$ cat src/rtl/ratio_detector.sv
// Measures the period of an asynchronous divided clock in ref_clk cycles and flags lock.
// Optional DUTY_MEAS_EN adds a high_time output and folds it into the lock decision.
module ratio_detector #(
  parameter int SIZE     = 8,
  parameter int LOCK_CNT = 2
) (
  input  logic            ref_clk,
  input  logic            reset_n,
  input  logic            enable,
  input  logic            div_clk,
  output logic [SIZE-1:0] period,
  output logic            period_vld,
  output logic            locked,
`ifdef DUTY_MEAS_EN
  output logic [SIZE-1:0] high_time,
`endif
  output logic            ovf
);

  localparam int MW = (LOCK_CNT < 1) ? 1 : $clog2(LOCK_CNT + 1);
  localparam logic [MW-1:0]   LOCK_M  = MW'(LOCK_CNT);
  localparam logic [SIZE-1:0] CNT_MAX = '1;

  localparam logic [1:0] IDLE = 2'd0;
  localparam logic [1:0] ARM  = 2'd1;
  localparam logic [1:0] MEAS = 2'd2;

  logic [2:0]      sync_q, sync_d;
  logic [1:0]      state_q, state_d;
  logic [SIZE-1:0] cnt_q, cnt_d;
  logic [SIZE-1:0] period_q, period_d;
  logic            vld_q, vld_d;
  logic            locked_q, locked_d;
  logic            ovf_q, ovf_d;
  logic [MW-1:0]   match_q, match_d;
  logic            have_prev_q, have_prev_d;
`ifdef DUTY_MEAS_EN
  logic [SIZE-1:0] hcnt_q, hcnt_d;
  logic [SIZE-1:0] high_q, high_d;
`endif

  logic            rise;
  logic            same;
  logic [MW-1:0]   match_inc;

  // sync_q[1] is the synchronised div_clk; sync_q[2] is its one-cycle history
  assign rise = sync_q[1] & ~sync_q[2];

  always_comb begin
    sync_d      = {sync_q[1:0], div_clk};
    state_d     = state_q;
    cnt_d       = cnt_q;
    period_d    = period_q;
    vld_d       = 1'b0;
    locked_d    = locked_q;
    ovf_d       = ovf_q;
    match_d     = match_q;
    have_prev_d = have_prev_q;
    same        = (cnt_q == period_q);
    match_inc   = (match_q >= LOCK_M) ? LOCK_M : match_q + MW'(1);
`ifdef DUTY_MEAS_EN
    hcnt_d      = hcnt_q;
    high_d      = high_q;
    same        = same && (hcnt_q == high_q);
`endif

    if (!enable) begin
      state_d     = IDLE;
      cnt_d       = '0;
      locked_d    = 1'b0;
      ovf_d       = 1'b0;
      match_d     = '0;
      have_prev_d = 1'b0;
`ifdef DUTY_MEAS_EN
      hcnt_d      = '0;
`endif
    end else begin
      case (state_q)
        IDLE: begin
          state_d     = ARM;
          have_prev_d = 1'b0;
        end
        ARM: begin
          if (rise) begin
            cnt_d   = SIZE'(1);
            state_d = MEAS;
`ifdef DUTY_MEAS_EN
            hcnt_d  = SIZE'(1);
`endif
          end
        end
        MEAS: begin
          if (rise) begin
            period_d    = cnt_q;
            vld_d       = 1'b1;
            cnt_d       = SIZE'(1);
            have_prev_d = 1'b1;
`ifdef DUTY_MEAS_EN
            high_d      = hcnt_q;
            hcnt_d      = SIZE'(1);
`endif
            if (have_prev_q && same) begin
              match_d  = match_inc;
              locked_d = (match_inc == LOCK_M);
            end else begin
              match_d  = '0;
              locked_d = 1'b0;
            end
          end else if (cnt_q == CNT_MAX) begin
            // Period too long to represent: drop it and re-arm on the next rise
            ovf_d       = 1'b1;
            locked_d    = 1'b0;
            match_d     = '0;
            have_prev_d = 1'b0;
            cnt_d       = '0;
            state_d     = ARM;
          end else begin
            cnt_d = cnt_q + SIZE'(1);
`ifdef DUTY_MEAS_EN
            if (hcnt_q != CNT_MAX) hcnt_d = hcnt_q + SIZE'(sync_q[1]);
`endif
          end
        end
        default: state_d = IDLE;
      endcase
    end
  end

  always_ff @(posedge ref_clk or negedge reset_n) begin
    if (!reset_n) begin
      sync_q      <= '0;
      state_q     <= IDLE;
      cnt_q       <= '0;
      period_q    <= '0;
      vld_q       <= 1'b0;
      locked_q    <= 1'b0;
      ovf_q       <= 1'b0;
      match_q     <= '0;
      have_prev_q <= 1'b0;
`ifdef DUTY_MEAS_EN
      hcnt_q      <= '0;
      high_q      <= '0;
`endif
    end else begin
      sync_q      <= sync_d;
      state_q     <= state_d;
      cnt_q       <= cnt_d;
      period_q    <= period_d;
      vld_q       <= vld_d;
      locked_q    <= locked_d;
      ovf_q       <= ovf_d;
      match_q     <= match_d;
      have_prev_q <= have_prev_d;
`ifdef DUTY_MEAS_EN
      hcnt_q      <= hcnt_d;
      high_q      <= high_d;
`endif
    end
  end

  assign period     = period_q;
  assign period_vld = vld_q;
  assign locked     = locked_q;
  assign ovf        = ovf_q;
`ifdef DUTY_MEAS_EN
  assign high_time  = high_q;
`endif

endmodule

$ cat config.mk
export PLATFORM = sky130hd
export DESIGN_NAME = ratio_detector
export DESIGN_NICKNAME = d
export VERILOG_FILES = /design/src/rtl/ratio_detector.sv
export SDC_FILE = /design/constraint.sdc
export NUM_CORES = 1
export LEC_CHECK = 0
export BUFFER_PORTS_ARGS = -buffer_cell sky130_fd_sc_hd__buf_2
export CAP_MARGIN = 20
export CORE_UTILIZATION = 30
export CTS_BUF_LIST = sky130_fd_sc_hd__clkbuf_2 sky130_fd_sc_hd__clkbuf_4 sky130_fd_sc_hd__clkbuf_8
export DETAILED_ROUTE_END_ITERATION = 12
export PLACE_DENSITY = 0.54
export SLEW_MARGIN = 0
export SYNTH_ARGS = -nofsm -noshare
export SYNTH_HDL_FRONTEND = slang
export SYNTH_SLANG_ARGS = --single-unit
$ cat constraint.sdc
create_clock -name ref_clk -period 1.8 [get_ports ref_clk]
set_input_delay 0.18 -clock ref_clk [delete_from_list [all_inputs] [get_ports ref_clk]]
set_output_delay 0.18 -clock ref_clk [all_outputs]
set_load 0.02 [all_outputs]
## Yosys cells after proc, flatten, opt, wreduce, memory -nomap -nowiden

Cells that the tools add are included.

- Flip-flop bits (word level): 27
- Input bits: 4
- Output and inout port bits: 11
- Word-level logic and storage cells: 68

- $add $sub $neg: 2
- $lt $le $gt $ge: 1
- Equal/unequal tests: 15
- Multiplexer cells: 31
- Bitwise logic cells: 2
- Reduce and logical (&&, ||, !) cells: 8

Operator list:

| cell | count |
|---|---|
| 8-bit two-way mux | 4 |
| 2-bit two-way mux | 10 |
| 8-bit one-hot mux with 2 select lines | 1 |
| 1-bit two-way mux | 14 |
| 3-bit by 1-bit != test with 1-bit output (second input constant) | 3 |
| 3-bit != test (second input constant) | 3 |
| 3-bit AND reduction | 3 |
| 8-bit by 1-bit adder with 8-bit output (second input constant) | 1 |
| 8-bit equality test | 1 |
| 8-bit equality test (second input constant) | 1 |
| 2-bit one-hot mux with 3 select lines | 1 |
| 2-bit AND reduction | 3 |
| 2-bit equality test (second input constant) | 2 |
| 2-bit by 1-bit != test with 1-bit output (second input constant) | 2 |
| 4-bit != test (second input constant) | 1 |
| 2-bit by 1-bit adder with 2-bit output (second input constant) | 1 |
| 2-bit by 1-bit equality test with 1-bit output (second input constant) | 1 |
| 2-bit greater-or-equal comparator (second input constant) | 1 |
| 2-bit logical NOT | 1 |
| 2-bit != test (second input constant) | 1 |
| 1-bit one-hot mux with 2 select lines | 1 |
| 1-bit bitwise AND | 1 |
| 1-bit logical AND | 1 |
| 1-bit NOT | 1 |

## Depth between registers and ports, before layout

- Word-level depth: 7
- Depth in mapped cells: 7
- Depth with buffers taken out: 6

## Worst setup path before layout

Ideal clock, no wire load.

- Kind: flip-flop to flip-flop
- From: register cnt_q[0]
- To: register cnt_q[5]
- Setup time: 0.121 ns
- Data arrival time: 1.464 ns
- Data required time: 1.679 ns
- Slack: 0.215 ns
- Cell stages (with the launch flop): 8
- Buffers on the path: 1
- Clock period less this slack: 1.585 ns
- Path through: dfrtp_1 ha_1 nand4_1 nor2_4 or2_1 buf_6 o21bai_1 a22o_1

- Word-level cells in the longest chain between the ends: 5
- Elaborated cells between the ends (all ways): 6
- Classes of those cells: add/sub: 1; eq/ne: 1; mux: 4

Ends and longest elaborated chain:

| what | RTL line | source |
|---|---|---|
| from (decl) | 30 | `logic [SIZE-1:0] cnt_q, cnt_d;` |
| from (signal assigned) | 147 | `cnt_q <= cnt_d;` |
| 8-bit by 1-bit adder with 8-bit output / 8-bit equality test (equally long branches) | 118, 109 |  |
| 8-bit two-way mux * | 109 | `end else if (cnt_q == CNT_MAX) begin` |
| 8-bit two-way mux * | 93 | `if (rise) begin` |
| 8-bit one-hot mux with 2 select lines * | 78 | `case (state_q)` |
| 8-bit two-way mux * | 67 | `if (!enable) begin` |

Every way passes the cells marked *; elsewhere a longest branch is shown, timed or not.
A chain may end at the register's enable or synchronous reset.

## Worst setup path after layout

- From: register cnt_q[0]
- To: register match_q[0]

- Word-level cells in the longest chain between the ends: 6
- Elaborated cells between the ends (all ways): 9
- Classes of those cells: eq/ne: 3; mux: 4; reduce/logical: 2

Ends and longest elaborated chain:

| what | RTL line | source |
|---|---|---|
| 8-bit equality test | 59 | `same = (cnt_q == period_q);` |
| 1-bit logical AND | 102 | `if (have_prev_q && same) begin` |
| 2-bit two-way mux | 102 |  |
| 2-bit two-way mux | 93 |  |
| 2-bit two-way mux | 78 |  |
| 2-bit two-way mux | 67 |  |
| to (signal assigned) | 152 | `match_q <= match_d;` |
| to (decl) | 35 | `logic [MW-1:0] match_q, match_d;` |

Parallel ways exist; a longest one is shown, timed or not. The select of a mux whose other input is x is not followed.

==> qor.yml <==
outcome: "finished clean"
finalCriticalPeriod_ns: 1.62
die_x_um: 67.6
drive_gt1_frac: 0.252
cpMaxStageDelayCell: "dfrtp_1"
vias_per_cell: 4.92
syn_nets: 126
drc: 0
clockBufferDepth: 2
synth_ff_type: "dfrtp_1"
track_usage: 0.116
final_cells: 189
gp_congestion: 0.858
hold_viol_final: 0
yosys.area.top_type: "dfrtp_1"
relSlewSlack: 0.610
h-tree-depth: 1
setup_viol: 0
start_util: 0.319
grt_pass1_vias: 880
io_pins: 15
whs_ns: 0.0125
maxCapViolCount: 0
irDropWorstVdd_mv: 0.283
p_total_mw: 1.02
fmax_mhz: 617
reg2regPathDepth: 5
row_count: 23
cts-root-buf: "clkbuf_8"
cp_max_fo: 7
slowest_delay_ns: 0.36
port_buffers: 14
rsz0062_at_grt: "no"
synth_cells: 121
ys.warnings.count: 0
path_clk_slew_ns: 0.09
synthToLayoutAreaGrowth_pct: 14.8
synth_edf_count: 0
grt_antenna_before_repair: 0
syn_area_per_cell_um2: 10.7
crit_path_cell_trace: "ha_1, nand4_1, nor2_4, o21ai_0, o41ai_1"
clock_latency_ns: 0.27
numPlacedInstances: 185
post-route-period-util: 0.900
fin_nets: 146
post_drt_wl_per_cell_um: 12.7
synth.distinct_cells: 36
r2r_setup_slack_ns: 0.18
crit_arrival_ns: 1.77
slew_violations: 0
drtIter0Drc: 9
ys_seq_elements: 26
grt.overflow.total: 0
rr_endpoint: "match_q[0]$_DFFE_PN0P_"
dp_hpwl_mm: 1.80
grt_pass1_wl_mm: 3.97
synthArstFlopShare: 1.00
yosys-top-cells-area: "dfrtp_1 50%, mux2_2 7.0%, xnor2_1 5.4%"
grt_max_degree: 27
netlist_top_cells_count: "26 x dfrtp_1, 13 x nand2_1, 8 x mux2_2, 8 x o21ai_0, 8 x xnor2_1"
synth.most_common_cell: "dfrtp_1"
layout_setup_ws_ns: 0.180
clock_skew_ns: 0.00980
synth_area_mm2: 0.00129
cellLeakagePower_nw: 0.699
cts_tree: "done"
cts_buffers: 3
dieHeight_um: 67.6
coreArea_mm2: 0.00406
criticalPathCategory: "flip-flop to flip-flop"
drt-total-wl_mm: 2.39
crit_required_ns: 1.95
first_pass_iters: 4
end_kind: "flip-flop"
crit_start: "cnt_q[0]$_DFFE_PN0P_"
p_per_area_mw_per_mm2: 687
place_ws_ns: 0.140
vias: 930
fp.dieArea_mm2: 0.00457
antenna_left: 0
holdCritPathClass: "input port to flip-flop"
tightestPinTransition_ns: 0.585
postCtsSetupBuffers: 0
crit_end: "match_q[0]$_DFFE_PN0P_"
synth_top_area_share: 0.503
cp-start-kind: "flip-flop"
num_antenna_cells: 0
fin_tns_setup_ns: 0
rr_startpoint: "cnt_q[0]$_DFFE_PN0P_"
cts.sinks: 26
seq_area_frac_synth: 0.503
## power breakdown
part / total, mW / switching, mW / internal [mW] / leakage, nW
logic: 0.0891 / 0.0520 / 0.0371 / 0.325
registers: 0.608 / 0.0119 / 0.596 / 0.352
clock network: 0.322 / 0.172 / 0.150 / 0.0216
## how the worst min path moves through the flow
| stage | startpoint | endpoint | depth (start not counted) |
|---|---|---|---|
| finish | div_clk | sync_q[0]$_DFF_PN0_ | 1 |
| global route | div_clk | sync_q[0]$_DFF_PN0_ | 1 |
| CTS | div_clk | sync_q[0]$_DFF_PN0_ | 1 |
| detailed placement | reset_n | sync_q[0]$_DFF_PN0_ | 1 |
| global placement | reset_n | sync_q[0]$_DFF_PN0_ | 1 |
| floorplan | reset_n | cnt_q[0]$_DFFE_PN0P_ | 0 |
## per-layer routing
layer | share of wire | wire (um) | vias to the layer above | GRT usage
met4 | 0.0084 | 20 | 0 | 0.0319
met3 | 0.016 | 39 | 4 | 0.0203
li1 | - | - | 461 | -
met1 | 0.50 | 1200 | 459 | 0.155
met2 | 0.47 | 1140 | 6 | 0.192
met5 | 0 | 0 | - | 0
## state kept, by name (all words and copies together), names as in the netlist
register	cells
period_vld	1
sync_q	3
match_q	2
state_q	2
have_prev_q	1
ovf	1
period	8
cnt_q	8
## critical path, delay by kind of cell (launching register included)
family	cells	cell delay, ns
compound gates	2	0.52
fa+ha+maj	1	0.25
simple gates	2	0.37
flops	1	0.36
## kinds of logic (layout without fill, tap and decap cells)
logic type	after synthesis	after routing	synth area share
mux	9	9	0.0774
buf+inv	7	25	0.0339
flops	26	26	0.503
simple gates	44	44	0.189
compound gates	26	26	0.133
fa+ha+maj	1	1	0.00968
xor+xnor	8	8	0.0542
## metrics by stage
step,util,area (um2)
final,0.366,1480
after global routing,0.366,1480
after CTS,0.365,1480
after detailed placement,0.352,1430
after global placement,0.352,1430
after floorplan,-,1290
## layout make-up
type / count / area (um2)
fillers: 406 / 2570
inverters: 1 / 3.75
well taps: 50 / 62.6
multi-input cells: 88 / 601
flip-flops and latches: 26 / 651
clock buffers: 3 / 41.3
repair buffers: 21 / 125
## cell usage in the layout, fill, tap and decap left out, drive strengths merged, types with 2 or more instances in the layout
master and count:
xnor2 8, nand4 4, nand2b 3, nor3 2
nor2b 3, clkbuf 3, mux2 8, nor2 8
a21oi 4, o21ai 8, buf 20, a21boi 2
o21a 2, and3 3, a21o 2, nand3 4
nand2 13, dfrtp 26, o21bai 2, a22o 3
## what timing repair did
action,4_1_cts,5_1_grt
gates resized for setup,0,1
endpoints found under the hold margin,26,0
hold buffers,1,0
setup endpoints to repair,0,3
No activity file was read; power rests on OpenSTA's default activity.
